$ cat config.mk
export PLATFORM = sky130hd
export DESIGN_NAME = scanport_cfg_sequencer
export DESIGN_NICKNAME = d
export VERILOG_FILES = /design/src/rtl/scanport_cfg_sequencer_pkg.sv /design/src/rtl/scanport_cfg_sequencer_rr_arbiter.sv /design/src/rtl/scanport_cfg_sequencer.sv
export SDC_FILE = /design/constraint.sdc
export NUM_CORES = 1
export LEC_CHECK = 0
export BUFFER_PORTS_ARGS = -buffer_cell sky130_fd_sc_hd__buf_2
export CAP_MARGIN = 20
export CELL_PAD_IN_SITES_DETAIL_PLACEMENT = 0
export CELL_PAD_IN_SITES_GLOBAL_PLACEMENT = 1
export CORE_MARGIN = 1.5
export CORE_UTILIZATION = 43
export DETAILED_ROUTE_END_ITERATION = 8
export PLACE_DENSITY = 0.8
export SLEW_MARGIN = 10
export SYNTH_ARGS = -nofsm -noshare
export SYNTH_HDL_FRONTEND = slang
export SYNTH_SLANG_ARGS = --single-unit
$ cat constraint.sdc
create_clock -name clk -period 2.8 [get_ports clk]
set_clock_uncertainty 0.2 [all_clocks]
set_input_delay 0.28 -clock clk [delete_from_list [all_inputs] [get_ports clk]]
set_output_delay 0.28 -clock clk [all_outputs]
set_load 0.005 [all_outputs]
$ cat src/rtl/scanport_cfg_sequencer_pkg.sv
// Shared definitions for the scanport configuration sequencer: state encoding,
// driver codes, legal VCCIO selects and the sequencing counter width.
package scanport_cfg_sequencer_pkg;

  localparam int CNT_W = 16;

  typedef enum logic [2:0] {
    ST_IDLE     = 3'd0,
    ST_PARK     = 3'd1,
    ST_VCC_SET  = 3'd2,
    ST_VCC_WAIT = 3'd3,
    ST_APPLY    = 3'd4,
    ST_ACK      = 3'd5
  } state_e;

  localparam logic [2:0] PARK_CODE = 3'b011;
  localparam logic [5:0] PARK_WORD = {PARK_CODE, PARK_CODE};
  localparam logic [5:0] HIZ_WORD  = 6'b000000;

  localparam logic [2:0] VCCIO_OFF = 3'b000;
  localparam logic [2:0] VCCIO_1V5 = 3'b001;
  localparam logic [2:0] VCCIO_1V8 = 3'b010;
  localparam logic [2:0] VCCIO_2V5 = 3'b100;

  localparam logic [CNT_W-1:0] CNT_ZERO = 16'd0;
  localparam logic [CNT_W-1:0] CNT_ONE  = 16'd1;

  // Round-robin pointer value after reset: requester 0 wins the first tie.
  localparam logic PRIO_RESET = 1'b0;

  // At most one rail may be selected at a time.
  function automatic logic vccio_legal(input logic [2:0] v);
    logic ok;
    case (v)
      VCCIO_OFF, VCCIO_1V5, VCCIO_1V8, VCCIO_2V5: ok = 1'b1;
      default:                                    ok = 1'b0;
    endcase
    return ok;
  endfunction

endpackage

$ cat src/rtl/scanport_cfg_sequencer_rr_arbiter.sv
// Two-way round-robin arbiter; the pointer moves past the requester that was
// just acknowledged.
module scanport_rr_arbiter
  import scanport_cfg_sequencer_pkg::*;
(
  input  logic clk,
  input  logic reset_n,
  input  logic req_0,
  input  logic req_1,
  input  logic upd,
  input  logic upd_id,
  output logic gnt
);

  logic prio_r;

  // Grant selection: a lone requester wins, a tie goes to the pointer.
  always_comb begin
    gnt = 1'b0;
    if (req_0 && req_1) begin
      gnt = prio_r;
    end else if (req_1) begin
      gnt = 1'b1;
    end else begin
      gnt = 1'b0;
    end
  end

  // Pointer register: favour the other requester after each acknowledge.
  always_ff @(posedge clk or negedge reset_n) begin
    if (!reset_n) begin
      prio_r <= PRIO_RESET;
    end else if (upd) begin
      prio_r <= ~upd_id;
    end else begin
      prio_r <= prio_r;
    end
  end

endmodule

$ cat src/rtl/scanport_cfg_sequencer.sv
// Sequences driver-characteristic and VCCIO changes on two scanports: park the
// drivers, change the rail if needed, let it settle, then apply the new words.
module scanport_cfg_sequencer #(
  parameter int unsigned PARK_CYCLES       = 16,
  parameter int unsigned VCC_SETTLE_CYCLES = 1024
) (
  input  logic       clk,
  input  logic       reset_n,
  input  logic       req_0,
  input  logic       req_1,
  input  logic       port_0,
  input  logic       port_1,
  input  logic [5:0] char_a_0,
  input  logic [5:0] char_a_1,
  input  logic [5:0] char_b_0,
  input  logic [5:0] char_b_1,
  // Requester VCCIO selects are named vccio_sel_* so they stay distinct from
  // the per-port vccio_1/vccio_2 outputs.
  input  logic [2:0] vccio_sel_0,
  input  logic [2:0] vccio_sel_1,
  output logic       ack_0,
  output logic       ack_1,
  output logic [5:0] char_1a,
  output logic [5:0] char_1b,
  output logic [5:0] char_2a,
  output logic [5:0] char_2b,
  output logic [2:0] vccio_1,
  output logic [2:0] vccio_2,
  output logic       busy,
  output logic       err
);

  import scanport_cfg_sequencer_pkg::*;

  localparam logic [CNT_W-1:0] PARK_LOAD   = CNT_W'(PARK_CYCLES - 32'd1);
  localparam logic [CNT_W-1:0] SETTLE_LOAD = CNT_W'(VCC_SETTLE_CYCLES - 32'd1);

  state_e           state_r, state_nx_s;
  logic [CNT_W-1:0] cnt_r, cnt_nx_s;

  logic       gnt_s, gnt_r, port_r;
  logic [5:0] a_r, b_r;
  logic [2:0] v_r;

  logic       req_any_s, port_in_s;
  logic [5:0] a_in_s, b_in_s;
  logic [2:0] v_in_s, v_sub_s, v_cur_s;
  logic       v_legal_s, ack_upd_s;
  logic       park_we_s, vcc_we_s, apply_we_s;

  logic       ack_0_r, ack_1_r, busy_r, err_r;
  logic [5:0] char_1a_r, char_1b_r, char_2a_r, char_2b_r;
  logic [2:0] vccio_1_r, vccio_2_r;

  assign ack_upd_s = (state_r == ST_ACK);

  scanport_rr_arbiter u_arb (
    .clk     (clk),
    .reset_n (reset_n),
    .req_0   (req_0),
    .req_1   (req_1),
    .upd     (ack_upd_s),
    .upd_id  (gnt_r),
    .gnt     (gnt_s)
  );

  // Request selection for the granted side and VCCIO substitution.
  always_comb begin
    req_any_s = req_0 | req_1;
    if (gnt_s) begin
      port_in_s = port_1;
      a_in_s    = char_a_1;
      b_in_s    = char_b_1;
      v_in_s    = vccio_sel_1;
    end else begin
      port_in_s = port_0;
      a_in_s    = char_a_0;
      b_in_s    = char_b_0;
      v_in_s    = vccio_sel_0;
    end
    v_legal_s = vccio_legal(v_r);
    if (v_legal_s) begin
      v_sub_s = v_r;
    end else begin
      v_sub_s = VCCIO_OFF;
    end
    if (port_r) begin
      v_cur_s = vccio_2_r;
    end else begin
      v_cur_s = vccio_1_r;
    end
  end

  // Next-state, counter and write-enable decode.
  always_comb begin
    state_nx_s = state_r;
    cnt_nx_s   = cnt_r;
    park_we_s  = 1'b0;
    vcc_we_s   = 1'b0;
    apply_we_s = 1'b0;
    case (state_r)
      ST_IDLE: begin
        if (req_any_s) begin
          state_nx_s = ST_PARK;
          cnt_nx_s   = PARK_LOAD;
          park_we_s  = 1'b1;
        end else begin
          state_nx_s = ST_IDLE;
        end
      end
      ST_PARK: begin
        if (cnt_r == CNT_ZERO) begin
          state_nx_s = ST_VCC_SET;
        end else begin
          cnt_nx_s = cnt_r - CNT_ONE;
        end
      end
      ST_VCC_SET: begin
        if (v_sub_s == v_cur_s) begin
          state_nx_s = ST_APPLY;
        end else begin
          state_nx_s = ST_VCC_WAIT;
          cnt_nx_s   = SETTLE_LOAD;
          vcc_we_s   = 1'b1;
        end
      end
      ST_VCC_WAIT: begin
        if (cnt_r == CNT_ZERO) begin
          state_nx_s = ST_APPLY;
        end else begin
          cnt_nx_s = cnt_r - CNT_ONE;
        end
      end
      ST_APPLY: begin
        state_nx_s = ST_ACK;
        apply_we_s = 1'b1;
      end
      ST_ACK: begin
        state_nx_s = ST_IDLE;
      end
      default: begin
        state_nx_s = ST_IDLE;
        cnt_nx_s   = CNT_ZERO;
      end
    endcase
  end

  // State and counter registers.
  always_ff @(posedge clk or negedge reset_n) begin
    if (!reset_n) begin
      state_r <= ST_IDLE;
      cnt_r   <= CNT_ZERO;
    end else begin
      state_r <= state_nx_s;
      cnt_r   <= cnt_nx_s;
    end
  end

  // Capture registers: frozen from the grant edge until the next grant.
  always_ff @(posedge clk or negedge reset_n) begin
    if (!reset_n) begin
      gnt_r  <= 1'b0;
      port_r <= 1'b0;
      a_r    <= HIZ_WORD;
      b_r    <= HIZ_WORD;
      v_r    <= VCCIO_OFF;
    end else if (park_we_s) begin
      gnt_r  <= gnt_s;
      port_r <= port_in_s;
      a_r    <= a_in_s;
      b_r    <= b_in_s;
      v_r    <= v_in_s;
    end else begin
      gnt_r  <= gnt_r;
      port_r <= port_r;
      a_r    <= a_r;
      b_r    <= b_r;
      v_r    <= v_r;
    end
  end

  // Output registers; status flags follow the state being entered.
  always_ff @(posedge clk or negedge reset_n) begin
    if (!reset_n) begin
      ack_0_r   <= 1'b0;
      ack_1_r   <= 1'b0;
      busy_r    <= 1'b0;
      err_r     <= 1'b0;
      char_1a_r <= HIZ_WORD;
      char_1b_r <= HIZ_WORD;
      char_2a_r <= HIZ_WORD;
      char_2b_r <= HIZ_WORD;
      vccio_1_r <= VCCIO_OFF;
      vccio_2_r <= VCCIO_OFF;
    end else begin
      ack_0_r <= (state_nx_s == ST_ACK) && !gnt_r;
      ack_1_r <= (state_nx_s == ST_ACK) && gnt_r;
      busy_r  <= (state_nx_s != ST_IDLE);
      err_r   <= (state_nx_s == ST_VCC_SET) && !v_legal_s;
      if (park_we_s) begin
        if (port_in_s) begin
          char_2a_r <= PARK_WORD;
          char_2b_r <= PARK_WORD;
        end else begin
          char_1a_r <= PARK_WORD;
          char_1b_r <= PARK_WORD;
        end
      end else if (apply_we_s) begin
        if (port_r) begin
          char_2a_r <= a_r;
          char_2b_r <= b_r;
        end else begin
          char_1a_r <= a_r;
          char_1b_r <= b_r;
        end
      end else begin
        char_1a_r <= char_1a_r;
        char_1b_r <= char_1b_r;
        char_2a_r <= char_2a_r;
        char_2b_r <= char_2b_r;
      end
      if (vcc_we_s) begin
        if (port_r) begin
          vccio_2_r <= v_sub_s;
        end else begin
          vccio_1_r <= v_sub_s;
        end
      end else begin
        vccio_1_r <= vccio_1_r;
        vccio_2_r <= vccio_2_r;
      end
    end
  end

  assign ack_0   = ack_0_r;
  assign ack_1   = ack_1_r;
  assign busy    = busy_r;
  assign err     = err_r;
  assign char_1a = char_1a_r;
  assign char_1b = char_1b_r;
  assign char_2a = char_2a_r;
  assign char_2b = char_2b_r;
  assign vccio_1 = vccio_1_r;
  assign vccio_2 = vccio_2_r;

endmodule

# After elaboration in Yosys (flattened, before gate mapping)

Cells that the tools add are included.

Register bits after elaboration: 71
Input port bits: 36
Output and inout bits: 34

Add/subtract/negate cells: 1
Eq/ne operators: 17
Multiplexer cells: 37
Bitwise gates (word level): 4
Reductions and logical operators: 20

Operators with widths:

| kind                                                | number |
|---|---|
| two-way mux 6 bit                                   | 16 |
| case mux 16 bit (4 select lines)                    | 1 |
| two-way mux 16 bit                                  | 3 |
| two-way mux 3 bit                                   | 6 |
| logical NOT 16 bit                                  | 1 |
| subtractor 16 x 1 -> 16 bit (second input constant) | 1 |
| case mux 3 bit (5 select lines)                     | 1 |
| == test 3 x 2 -> 1 bit (second input constant)      | 4 |
| == test 3 bit (second input constant)               | 4 |
| two-way mux 1 bit                                   | 10 |
| inequality test 2 bit (second input constant)       | 5 |
| == test 3 x 1 -> 1 bit (second input constant)      | 2 |
| logical NOT 3 bit                                   | 2 |
| AND reduction 3 bit                                 | 2 |
| logical AND 1 bit                                   | 4 |
| AND reduction 2 bit                                 | 2 |
| AND reduction 4 bit                                 | 1 |
| nonzero test 2 bit                                  | 2 |
| OR reduction 2 bit                                  | 2 |
| OR reduction 4 bit                                  | 1 |
| == test 3 bit                                       | 1 |
| NOT 1 bit                                           | 3 |
| nonzero test 3 bit                                  | 1 |
| logical NOT 1 bit                                   | 2 |
| other kinds (2)                                     | 2 |

# Logic depth before layout (Yosys ltp)

Gate-level depths: netlist (run 1).

Depth in word-level cells: 9
Mapped depth: 8
Depth with buffers taken out: 7

# Hierarchy

A second synthesis (run 1) with hierarchy kept.

Cells, all modules: 342
Area total of the unflattened synthesis: 3557.2 um^2

By module, submodules not included:

| module                 | times used | cells an instance | area each (um^2) | sequential area each (um^2) |
|---|---|---|---|---|
| scanport_cfg_sequencer | 1          | 338               | 3510.9           | 1751.7 |
| scanport_rr_arbiter    | 1          | 4                 | 46.3             | 25.0 |

# Least setup slack after synthesis (run 1)

Ideal clock, no wire load.

Path type: register to register
Start: register cnt_r[0]
End: register cnt_r[0]
Library setup time: 0.125 ns
Arrival time: 1.846 ns
Required time: 2.475 ns
Slack: 0.629 ns
Stages on the path, launching flop included: 9
Period minus slack after synthesis: 2.171 ns
Path through: dfrtp_1 -> inv_1 -> ha_1 -> nor4b_1 -> and4_1 -> buf_2 -> o211ai_4 -> a21oi_2 -> mux2_2

Word-level cells in the longest chain between the ends: 3
Elaborated cells on any way between the ends: 6
Classes of those cells: 1 x add/sub; 1 x eq/ne; 2 x mux; 2 x reduce/logical

Ends and longest elaborated chain:

| what                                                                           | RTL line                      | RTL |
|---|---|---|
| from (decl)                                                                    | scanport_cfg_sequencer.sv:39  | `logic [CNT_W-1:0] cnt_r, cnt_nx_s;` |
| from (signal assigned)                                                         | scanport_cfg_sequencer.sv:155 | `cnt_r <= cnt_nx_s;` |
| subtractor 16 x 1 -> 16 bit / logical NOT 16 bit (equally long branches)       | --                            |  |
| two-way mux 16 bit / inequality test 2 bit (equally long branches)             | --                            |  |
| case mux 16 bit (4 select lines) / AND reduction 4 bit (equally long branches) | --                            |  |

Parallel ways exist; a longest one is shown, timed or not. The select of a mux whose other input is x is not followed.
A chain may end at the register's enable or synchronous reset.

# Final worst setup path (run 1)

Start: register cnt_r[0]
End: register cnt_r[1]

The elaborated chain is that of the path after synthesis.

==> impl_metrics.py, run 1 <==
metrics = {
    "setup_path": {
        "worstSetupEndpointType": "flop",
        "reg2reg_depth": 7,
        "start_kind": "flop",
        "worstPathArrival_ps": 2480,
        "required_ps": 2840,
        "setup.worst_path.class": "flop to flop",
        "path_depth": 7,
        "crit_chain": "inv_1 -> ha_1 -> nor4b_1 -> and4_1 -> o211ai_4 -> a21oi_2 -> mux2_2",
        "crit_slowest_cell": "dfrtp_1",
        "critPathTopFamily": "simple AND/OR/NAND/NOR gates",
        "slowest_delay_ps": 430,
        "critPathBufInv": 1,
        "crit_fanout": 8,
    },
    "global_route": {
        "overflow": 0,
        "grt_pass1_wl_um": 13400,
        "grt_max_degree": 72,
        "grt_pass1_vias": 2722,
        "antenna_found_initial": 0,
        "grt_usage_pct": 19.7,
    },
    "die": {
        "num_rows": 33,
        "core-area_um2": 8130,
        "num_io_pins": 70,
        "die-area_um2": 8870,
        "start_util_pct": 44.0,
        "die_y_um": 94.2,
        "die_w_um": 94.2,
    },
    "sta": {
        "hold_viol_final": 0,
        "finalMaxSlewViolations": 0,
        "tns_ps": 0,
        "slew_headroom_pct": 41.3,
        "post-route-period-util_pct": 87.2,
        "setup_viol": 0,
        "rsz0062_at_grt": "false",
        "max_freq_mhz": 410,
        "layout_min_cycle_time_ps": 2440,
        "worstMarginPinSlew_ps": 881,
    },
    "power": {
        "power_mw": 2.42,
        "p_per_area_nw_per_um2": 565,
        "ir_worst_vdd_v": 0.000291,
        "p_leak_nw": 2.02,
    },
    "synth": {
        "yosys.cell_types.count": 57,
        "yosys.area_share.simple_pct": 18.3,
        "synth.avg_cell_area_um2": 10.3,
        "yosys.area.top_type_share_pct": 49.7,
        "synth_edf_count": 0,
        "postSynthNetCount": 385,
        "yosysWarningCount": 0,
        "synth_ff_type": "dfrtp_1",
        "syn_area_um2": 3580,
        "synth_most_common_cell": "dfrtp_1",
        "ys_seq_elements": 71,
        "synthCells": 347,
        "yosys.area_share.adder_pct": 0.700,
        "synth_area_leaders": "dfrtp_1 50%, mux2i_1 4.5%, nor2_1 3.8%, a21oi_1 3.2%, mux2_2 2.8%",
        "ys_top_cells_by_count": "71 x dfrtp_1, 36 x nor2_1, 23 x a21oi_1, 23 x nand2_1, 18 x o21ai_0",
        "async_reset_ff_share_pct": 100,
        "synth_xor_area_share_pct": 0.245,
        "synth_top_cell_by_area": "dfrtp_1",
        "synthMuxAreaShare_pct": 7.31,
        "synth_compound_area_share_pct": 19.2,
        "ys_seq_area_share_pct": 49.7,
        "synth_top_family_by_area": "compound AO/OA/AOI/OAI gates",
    },
    "worst_hold_path": {
        "hold_class": "input port to flop",
        "hold_depth": 3,
    },
    "detailed_routing": {
        "via_count": 2925,
        "first_iter_violations": 103,
        "antenna_left": 0,
        "first_pass_iters": 4,
        "vias_per_cell": 5.51,
        "drt-wirelength-per-cell_um": 15.1,
        "wl_um": 8030,
        "drcViolationCount": 0,
    },
    "finish": {
        "area_growth_pct": 19.8,
        "diodes": 0,
        "nets": 459,
        "drive_gt1_share_pct": 30.0,
    },
    "run_status": {
        "status": "completed",
    },
    "place": {
        "gp_congestion": 0.829,
        "dpl.hpwl_um": 5640,
        "portBuffers": 69,
    },
    "clocking": {
        "cts_resized": 0,
        "clk_pin_slew_worst_paths_ps": 80,
        "cts_tree": "done",
        "clockRootBuffer": "clkbuf_8",
        "postCtsSetupBuffers": 0,
        "htree_levels": 3,
        "clk_latency_ps": 350,
        "clock-sinks": 71,
        "cts_buffer_depth": 2,
        "cts_buffers": 9,
    },
    "run": {
        "cap_violations": 0,
    },
}
==> power by group <==
part | internal, mW | leakage, nW | switching (mW)
clock | 0.600 | 0.121 | 0.414
combinational | 0.106 | 1.03 | 0.121
sequential | 1.08 | 0.869 | 0.0935
==> flip-flops by register name, summed over array words and instances, names as in the netlist, 3 cells and up <==
signal,cells
cnt_r,16
vccio_1,3
b_r,6
v_r,3
char_2a,6
char_1b,6
char_1a,6
state_r,3
a_r,6
char_2b,6
vccio_2,3
==> stage by stage <==
stage | area, µm² | hold WS, ps | worst slack, ps | cells | util, %
2_1_floorplan | 3580 | -216 | 629 | 347 | -
3_3_place_gp | 4030 | 262 | 446 | 514 | 49.5
3_5_place_dp | 4030 | 258 | 411 | 514 | 49.5
4_1_cts | 4280 | 8.46 | 386 | 531 | 52.7
5_1_grt | 4280 | 21.4 | 170 | 531 | 52.7
6_report | 4280 | 13.7 | 360 | 531 | 52.7
==> timing repair <==
action,CTS,global route
endpoints found under the setup margin,0,0
endpoints found under the hold margin,71,0
hold buffers,1,0
==> worst min-delay path, stage by stage <==
cell	delay, ps
buf_2	70
mux2i_1	50
o21ai_0	130
==> routing by layer <==
| layer | vias to the layer above | share of wire [%] | GRT usage [%] |
|---|---|---|---|
| met5 | - | 0 | 0 |
| met4 | 0 | 1.5 | 7.84 |
| met3 | 10 | 5.2 | 4.37 |
| met2 | 70 | 46 | 28.8 |
| met1 | 1416 | 48 | 28.1 |
| li1 | 1429 | - | - |
==> final timing paths <==
kind	slack, ps	to	start
setup / recovery	360	cnt_r[1]$_DFFE_PN0P_	cnt_r[0]$_DFFE_PN0P_
hold / removal	10	v_r[2]$_DFFE_PN0P_	vccio_sel_1[2]
setup reg to reg	360	cnt_r[1]$_DFFE_PN0P_	cnt_r[0]$_DFFE_PN0P_
hold reg to reg	270	ack_0$_DFF_PN0_	gnt_r$_DFFE_PN0P_
max in group asynchronous	1370	char_1a[2]$_DFFE_PN0P_	reset_n
min in group asynchronous	470	cnt_r[8]$_DFFE_PN0P_	reset_n
==> cells in the final DEF, fill, tap and decap left out, drive strengths merged, types with 4 or more instances in the layout <==
| master | instances |
|---|---|
| buf | 82 |
| dfrtp | 71 |
| nor2 | 37 |
| a21oi | 32 |
| o21ai | 27 |
| nand2 | 23 |
| mux2i | 16 |
| inv | 12 |
| nor4 | 10 |
| clkbuf | 10 |
| mux2 | 9 |
| nand3 | 9 |
| a31oi | 8 |
| o22a | 8 |
| nand4 | 6 |
| nor3b | 6 |
| o211ai | 5 |
| nor3 | 5 |
| a22o | 4 |
==> kinds of logic (layout without fill, tap and decap cells) <==
group	Yosys count	after routing
xor gates and xnor gates	1	1
muxes	25	25
DFF	71	71
adders and majority gates	2	2
buffers and inverters	30	109
AOI/OAI and AO/OA	98	98
and+or+nand+nor	120	120
==> area by class of cell <==
type,count,area [µm²]
fill,767,3850
sequential,71,1780
multi-input combinational,246,1640
timing repair buffer,83,453
tap,105,131
clock buffer,10,128
clock inverter,6,116
inverter,10,37.5
Power figures use the tool's default switching activity.
==> inputs of run 2 (changes only) <==
Clock period 2.8 ns to 2.4 ns, I/O delays scaled along.
==> impl_metrics.py, run 2 (synthesis results as in run 1) <==
metrics = {
    "clocking": {
        "cts_buffers": 9,
        "clk_pin_slew_worst_paths_ps": 80,
        "cts_tree": "done",
        "cts_buffer_depth": 2,
        "clockRootBuffer": "clkbuf_8",
        "clock-sinks": 71,
        "clk_latency_ps": 360,
        "htree_levels": 3,
    },
    "finish": {
        "final_cells": 569,
        "final_common_cell": "dfrtp_1",
        "regMostFlops": "cnt_r",
        "area_growth_pct": 29.1,
        "n_fill_cell": 679,
        "layout_common_cells": "70 x dfrtp_1, 69 x buf_2, 36 x nor2_1, 28 x dlygate4sd3_1",
        "diodes": 0,
        "drive_gt1_share_pct": 30.6,
        "nets": 497,
        "largest_register_ff_count": 16,
    },
    "power": {
        "switching_share_pct": 27.4,
        "p_clk_share_pct": 36.6,
        "p_leak_nw": 2.17,
        "p_int_mw": 1.94,
        "seqPwrFrac_pct": 51.1,
        "p_sw_mw": 0.734,
        "power_frac_comb_pct": 12.3,
        "ir_worst_vdd_v": 0.000352,
        "power_mw": 2.68,
        "p_per_area_nw_per_um2": 580,
    },
    "global_route": {
        "grt_max_degree": 52,
        "overflow": 0,
        "grt_util_met1_pct": 28.2,
        "met2_usage_pct": 32.6,
        "grt_usage_pct": 21.3,
        "antenna_found_initial": 0,
        "grt_most_used_layer": "met2",
        "grt_pass1_vias": 3019,
        "grt_use_met3_pct": 5.83,
        "grt_pass1_wl_um": 14500,
    },
    "sta": {
        "rsz0062_at_grt": "true",
        "hold_viol_final": 0,
        "layout_min_cycle_time_ps": 2220,
        "slew_headroom_pct": 59.6,
        "setup_viol": 0,
        "worstMarginPinSlew_ps": 607,
        "post-route-period-util_pct": 92.7,
        "max_freq_mhz": 450,
        "finalMaxSlewViolations": 0,
    },
    "die": {
        "start_util_pct": 44.0,
        "core-area_um2": 8130,
        "num_rows": 33,
        "num_io_pins": 70,
        "die-area_um2": 8870,
        "die_w_um": 94.2,
        "die_y_um": 94.2,
    },
    "worst_hold_path": {
        "hold_depth": 3,
        "min_from": "char_b_1[1]",
        "hold_end": "b_r[1]$_DFFE_PN0P_",
        "hold_class": "input port to flop",
    },
    "detailed_routing": {
        "via_count": 3080,
        "wl_um": 8550,
        "first_iter_violations": 134,
        "drt-wirelength-per-cell_um": 15.0,
        "drcViolationCount": 0,
        "vias_per_cell": 5.41,
        "first_pass_iters": 4,
        "antenna_left": 0,
    },
    "setup_path": {
        "r2r_setup_slack_ps": 180,
        "reg2reg_depth": 5,
        "crit_fanout": 10,
        "start_kind": "flop",
        "worstSetupEndpointType": "flop",
        "required_ps": 2440,
        "timing.rr.end": "vccio_2[2]$_DFFE_PN0P_",
        "setup.worst_path.class": "flop to flop",
        "worstPathArrival_ps": 2270,
        "r2r-start": "port_r$_DFFE_PN0P_",
    },
    "run": {
        "cap_violations": 0,
    },
    "place": {
        "gp_congestion": 0.839,
        "portBuffers": 69,
        "dp_cells": 523,
        "dpl.hpwl_um": 5820,
    },
    "run_status": {
        "status": "completed",
    },
}
==> run 2: worst max-delay path: stages (launching register included) <==
cell and delay [ps]:
dfrtp_2 460, mux2i_1 310, and4b_1 230, o311a_1 310
nand4_1 250, mux2_2 350
==> run 2: worst max path at each step <==
| stage | end | slack (ps) | depth (start not counted) | startpoint |
|---|---|---|---|---|
| after CTS | cnt_r[1]$_DFFE_PN0P_ | 60 | 7 | cnt_r[0]$_DFFE_PN0P_ |
| after global placement | cnt_r[1]$_DFFE_PN0P_ | 150 | 7 | cnt_r[0]$_DFFE_PN0P_ |
| after detailed placement | cnt_r[1]$_DFFE_PN0P_ | 70 | 7 | cnt_r[0]$_DFFE_PN0P_ |
| after global routing | cnt_r[2]$_DFFE_PN0P_ | -4 | 5 | port_r$_DFFE_PN0P_ |
| after floorplan | cnt_r[0]$_DFFE_PN0P_ | 230 | 8 | cnt_r[0]$_DFFE_PN0P_ |
| final | vccio_2[2]$_DFFE_PN0P_ | 180 | 5 | port_r$_DFFE_PN0P_ |
==> run 2: power by group through the flow <==
stage	registers (mW)	clock network (mW)	logic [mW]
finish	1.37	0.980	0.330
global route	1.38	1.06	0.372
floorplan	1.36	0	0.185
detailed placement	1.39	0	0.286
global placement	1.39	0	0.278
CTS	1.37	1.00	0.328
==> run 2: stage by stage <==
step | TNS (ps) | utilization, % | worst slack, ps | hold slack, ps | area, µm²
global placement | 0 | 50.5 | 146 | 53.9 | 4110
CTS | 0 | 56.4 | 60.3 | 3.21 | 4590
finish | 0 | 56.7 | 176 | 5.37 | 4620
global route | -4.21 | 56.7 | -4.21 | 18.3 | 4620
floorplan | 0 | - | 229 | -256 | 3580
detailed placement | 0 | 50.5 | 72.0 | 44.9 | 4110
==> run 2: layout make-up <==
class / count / area [µm²] / area share [%]
flip-flops and latches: 71 / 1780 / 38.5
multi-input cells: 246 / 1650 / 35.8
repair buffers: 121 / 818 / 17.7
clock buffers: 11 / 141 / 3.06
well taps: 105 / 131 / 2.85
clock inverters: 5 / 56.3 / 1.22
inverters: 10 / 37.5 / 0.813
==> run 2: what timing repair did <==
| action | 4_1_cts | 5_1_grt |
|---|---|---|
| hold endpoints to repair | 34 | 0 |
| gates resized for setup | 0 | 3 |
| hold buffers | 28 | 0 |
| setup buffers | 0 | 2 |
| setup endpoints to repair | 0 | 22 |
==> run 2: routing by layer <==
layer,vias up,part of all wire (%)
met4,0,2.0
met1,1494,46
met5,-,0
met3,15,4.4
li1,1505,-
met2,66,47
